===== src/rtl/cordic_iter_engine.sv =====
// cordic_iter_engine: iterative CORDIC, one micro-rotation per clock, rotation and vectoring modes
module cordic_iter_engine #(
  parameter int WIDTH    = 17,
  parameter int ANG_FRAC = 8,
  parameter int ITER     = 16
) (
  input  logic                    clk,
  input  logic                    rst,
  input  logic                    mode,
  input  logic                    in_valid,
  output logic                    in_ready,
  input  logic signed [WIDTH-1:0] x_i,
  input  logic signed [WIDTH-1:0] y_i,
  input  logic signed [WIDTH-1:0] theta_i,
  output logic                    out_valid,
  input  logic                    out_ready,
  output logic signed [WIDTH-1:0] x_o,
  output logic signed [WIDTH-1:0] y_o,
  output logic signed [WIDTH-1:0] theta_o,
  output logic                    busy
);
  localparam int IW = WIDTH + 2;
  localparam int CW = 5;
  localparam int SH = 16 - ANG_FRAC;
  localparam int RND = (1 << SH) >> 1;
  localparam logic signed [IW-1:0] DEG90 = IW'(90 << ANG_FRAC);
  localparam logic signed [IW-1:0] DEG180 = IW'(180 << ANG_FRAC);
  localparam logic signed [IW-1:0] SMAX = IW'((1 << (WIDTH - 1)) - 1);
  localparam logic signed [IW-1:0] SMIN = ~SMAX;
  localparam int ATAN [16] = '{2949120, 1740967, 919879, 466945, 234379, 117304, 58666, 29335,
                               14668, 7334, 3667, 1833, 917, 458, 229, 115};
  typedef enum logic [1:0] {IDLE, RUN, DONE} state_t;
  state_t state, state_nx;
  logic md, flip, hi, lo, pos;
  logic [CW-1:0] cnt;
  logic signed [IW-1:0] x, y, z, xe, ye, te, z0, xsh, ysh, at, x_nx, y_nx, z_nx;
  function automatic logic signed [WIDTH-1:0] sat(input logic signed [IW-1:0] v);
    return v > SMAX ? WIDTH'(SMAX) : v < SMIN ? WIDTH'(SMIN) : v[WIDTH-1:0];
  endfunction
  assign in_ready = state == IDLE;
  assign out_valid = state == DONE;
  assign busy = state != IDLE;
  // Pre-rotation folds the operand into the right half-plane so the micro-steps converge.
  always_comb begin
    xe = {{2{x_i[WIDTH-1]}}, x_i};
    ye = {{2{y_i[WIDTH-1]}}, y_i};
    te = {{2{theta_i[WIDTH-1]}}, theta_i};
    hi = te > DEG90;
    lo = te < -DEG90;
    flip = mode ? xe[IW-1] : (hi || lo);
    z0 = mode ? (xe[IW-1] ? (ye[IW-1] ? -DEG180 : DEG180) : '0)
              : hi ? te - DEG180 : lo ? te + DEG180 : te;
  end
  always_comb begin
    pos = md ? y[IW-1] : ~z[IW-1];
    xsh = x >>> cnt;
    ysh = y >>> cnt;
    at = IW'((ATAN[cnt[3:0]] + RND) >>> SH);
    x_nx = pos ? x - ysh : x + ysh;
    y_nx = pos ? y + xsh : y - xsh;
    z_nx = pos ? z - at : z + at;
  end
  always_comb begin
    state_nx = state;
    case (state)
      IDLE: if (in_valid) state_nx = RUN;
      RUN: if (cnt == CW'(ITER)) state_nx = DONE;
      DONE: if (out_ready) state_nx = IDLE;
      default: state_nx = IDLE;
    endcase
  end
  // The extra RUN cycle at cnt==ITER registers the saturated result.
  always_ff @(posedge clk or posedge rst) begin
    if (rst) begin
      state <= IDLE;
      md <= 1'b0;
      cnt <= '0;
      x <= '0;
      y <= '0;
      z <= '0;
      x_o <= '0;
      y_o <= '0;
      theta_o <= '0;
    end else begin
      state <= state_nx;
      if (state == IDLE && in_valid) begin
        md <= mode;
        cnt <= '0;
        x <= flip ? -xe : xe;
        y <= flip ? -ye : ye;
        z <= z0;
      end else if (state == RUN) begin
        cnt <= cnt + 1'b1;
        if (cnt == CW'(ITER)) begin
          x_o <= sat(x);
          y_o <= sat(y);
          theta_o <= sat(z);
        end else begin
          x <= x_nx;
          y <= y_nx;
          z <= z_nx;
        end
      end
    end
  end
endmodule


===== config.mk =====
export PLATFORM = sky130hd
export DESIGN_NAME = cordic_iter_engine
export DESIGN_NICKNAME = d
export VERILOG_FILES = /design/src/rtl/cordic_iter_engine.sv
export SDC_FILE = /design/constraint.sdc
export NUM_CORES = 1
export LEC_CHECK = 0
export ABC_AREA = 1
export CAP_MARGIN = 25
export CORE_MARGIN = 3
export CORE_UTILIZATION = 43
export CTS_BUF_LIST = sky130_fd_sc_hd__clkbuf_4 sky130_fd_sc_hd__clkbuf_8
export CTS_CLUSTER_DIAMETER = 60
export DETAILED_ROUTE_END_ITERATION = 6
export DONT_BUFFER_PORTS = 1
export PLACE_DENSITY = 0.67
export SETUP_SLACK_MARGIN = 0.4
export SLEW_MARGIN = 20
export SYNTH_ARGS = -nofsm -noshare
export SYNTH_HDL_FRONTEND = slang
export SYNTH_SLANG_ARGS = --single-unit

===== constraint.sdc =====
create_clock -name clk -period 7.7 [get_ports clk]
set_input_delay 0.77 -clock clk [delete_from_list [all_inputs] [get_ports clk]]
set_output_delay 0.77 -clock clk [all_outputs]
set_load 0.02 [all_outputs]

==> run metrics <==
status finished clean; final hold slack 266 ps; H-tree level count 4; CP Class register to register; Nets 2083; count of different cell masters after synthesis 56; grt ovf 0; Worst path slowest cell buf_4; port bufs 0; Mapped Cells 1996; deepest clock path buffer count 2; crit-path max cell delay 410 ps; post-cts sizing count 0; vias in the first global route 12100; post-route ant nets 0; crit-path most repeated cell nand2_1; die width 176 microns; worst min path class input port to async pin; Slew HR 33.4%; Die Ht 176 microns; largest family of logic cells by synthesized area simple AND/OR/NAND/NOR gates; post-synthesis register bit count 116; Seq/Total Area, Yosys 23.3%; ys flop type dfrtp_1; initial antenna violation count 0; Post-CTS Hold Fix Bufs 0; commonest non-fill, non-tap cells in the layout 534 x nand2_1, 201 x nand3_1, 186 x inv_1, 176 x a21oi_1, 167 x nor2_1; Synth Net Count 2126; Post-CTS Setup Inserts 0; clock edge transition at the registers on the reported setup and hold paths 90 ps; Yosys top cell area share 23.3%; setup TNS 0 ps; filler cell count in the final layout 2963; layout cells sized above 1 6.00%; Synth Area in Compound Gates 21.2%; syn_area_per_cell 6.25 sq um; critical path required time 8100 ps; EDFF count, synth 0; FF+latch area 2900 sq um; Worst Tran Pin Value 998 ps; CP Buf/Inv Count 6; DR vias/cell 5.77; Post-Synthesis Cell Area 12500 sq um; DR pass1 iterations 7; FP Rows 61; Post-Synth Simple-Gate Area 34.8%; CP startpoint kind register; IO Pins 110; CP top delay family simple AND/OR/NAND/NOR gates; Setup-failing EPs final 0; crit end category register; die area 31100 sq um; Total Wirelength 43500 microns; routability congestion estimate from global placement 0.981; synth-to-layout area growth 5.24%; post-DR wirelength/cell 18.5 microns; Synthesis Warnings 0; dominant cells by area after synthesis dfrtp_1 23%, nand2_1 16%, nand3_1 8.1%; Min Clock Period, post-route 5160 ps; later-pin clock latency in the skew report 470 ps; Detailed Place HPWL 33700 microns; Slew Limit Fails 0; Tot GR Track Use 27.5%; total number of vias 13500; placed insts 2311; wire length of the first global-routing pass 67400 microns; Synth async-reset ratio 100%; largest net degree at the start of global routing 81; most common cell after layout, fill and taps aside nand2_1; final hold vios 0; Multi-input gate area 8460 sq um; post-route non-filler standard cell count 2344; antenna fix cells 0; Post-Synth XOR/XNOR Area 4.21%; RSZ-0062 raised after global routing false; clk root buf clkbuf_8; 1st-iter DRT viols 1518; Clock Sinks 116; final worst path period share 67.1%; core box area 28200 sq um; Adder-Cell Fraction of Synth Area 7.61%; post-synthesis mux area share 0%; worst setup margin 2540 ps; TritonCTS Buffers 17; max-cap violation count 0; fmax 194 MHz; Arr. time, crit path 5570 ps; Max Fanout on Critical Path 48; pre-CTS setup slack 2610 ps; Initial Utilization 44.3%; Yosys top cell by area dfrtp_1; # DRC 0; Worst Skew 18.0 ps; CTS tree built
-- final timing paths --
kind	from	end	slack [ps]	cells after the start
setup / recovery	cnt[0]$_DFFE_PP0P_	z[16]$_DFFE_PP0P_	2540	30
min in group clk	out_ready	state[1]$_DFFE_PP0P_	400	1
hold / removal	rst	theta_o[3]$_DFFE_PP0P_	270	1
max in group asynchronous	rst	y_o[2]$_DFFE_PP0P_	6090	2
hold reg to reg	state[0]$_DFFE_PP0P_	state[1]$_DFFE_PP0P_	510	1
setup reg to reg	cnt[0]$_DFFE_PP0P_	z[16]$_DFFE_PP0P_	2540	30
-- final cells by class --
cell class                 instances  share of cell area, %
multi-input combinational       1601                   64.5
sequential                       116                   22.1
inverter                         203                   5.83
tap                              378                   3.60
clock buffer                      18                   1.89
clock inverter                    14                   1.27
timing repair buffer              14                  0.801
-- state kept, by name, summed over array words and instances, names as in the netlist --
| register | flops |
|---|---|
| x_o | 17 |
| cnt | 5 |
| state | 2 |
| y | 19 |
| y_o | 17 |
| x | 19 |
| md | 1 |
| z | 19 |
| theta_o | 17 |
-- cell usage after synthesis (12+ instances only) --
cell      instances
a21o_1           28
a21oi_1         176
a22o_1           20
a31oi_1          35
buf_2            15
clkbuf_1         49
dfrtp_1         116
ha_1             71
inv_1           187
inv_2            15
nand2_1         536
nand3_1         201
nand4_1          18
nor2_1          168
nor3_1           30
o211ai_1         12
o21ai_0         120
o21ai_1          19
or2_2            14
xnor2_1          13
xor2_1           47
-- per-stage QoR --
stage | util (%) | cell area [sq um]
after floorplan | - | 12500
after global placement | 45.1 | 12700
after detailed placement | 45.1 | 12700
after CTS | 46.6 | 13100
after global routing | 46.6 | 13100
final | 46.6 | 13100
-- per-layer routing --
layer  part of all wire [%]  track usage, %  vias up
met5                      0               0        -
met4                    1.8            6.24        0
met3                     12            5.96       65
met2                     40            37.9      648
met1                     47            43.3     6195
li1                       -               -     6606
-- cell families (layout without fill, tap and decap cells) --
kind of cell / Yosys count / count (layout)
and+or+nand+nor: 1012 / 1012
DFF: 116 / 116
xor gates and xnor gates: 60 / 60
AOI/OAI and AO/OA: 455 / 455
adders and majority gates: 74 / 74
buffers and inverters: 279 / 249
Power is not shown: default switching activity piles up to over one toggle a cycle in this logic, so the estimate is an artifact.
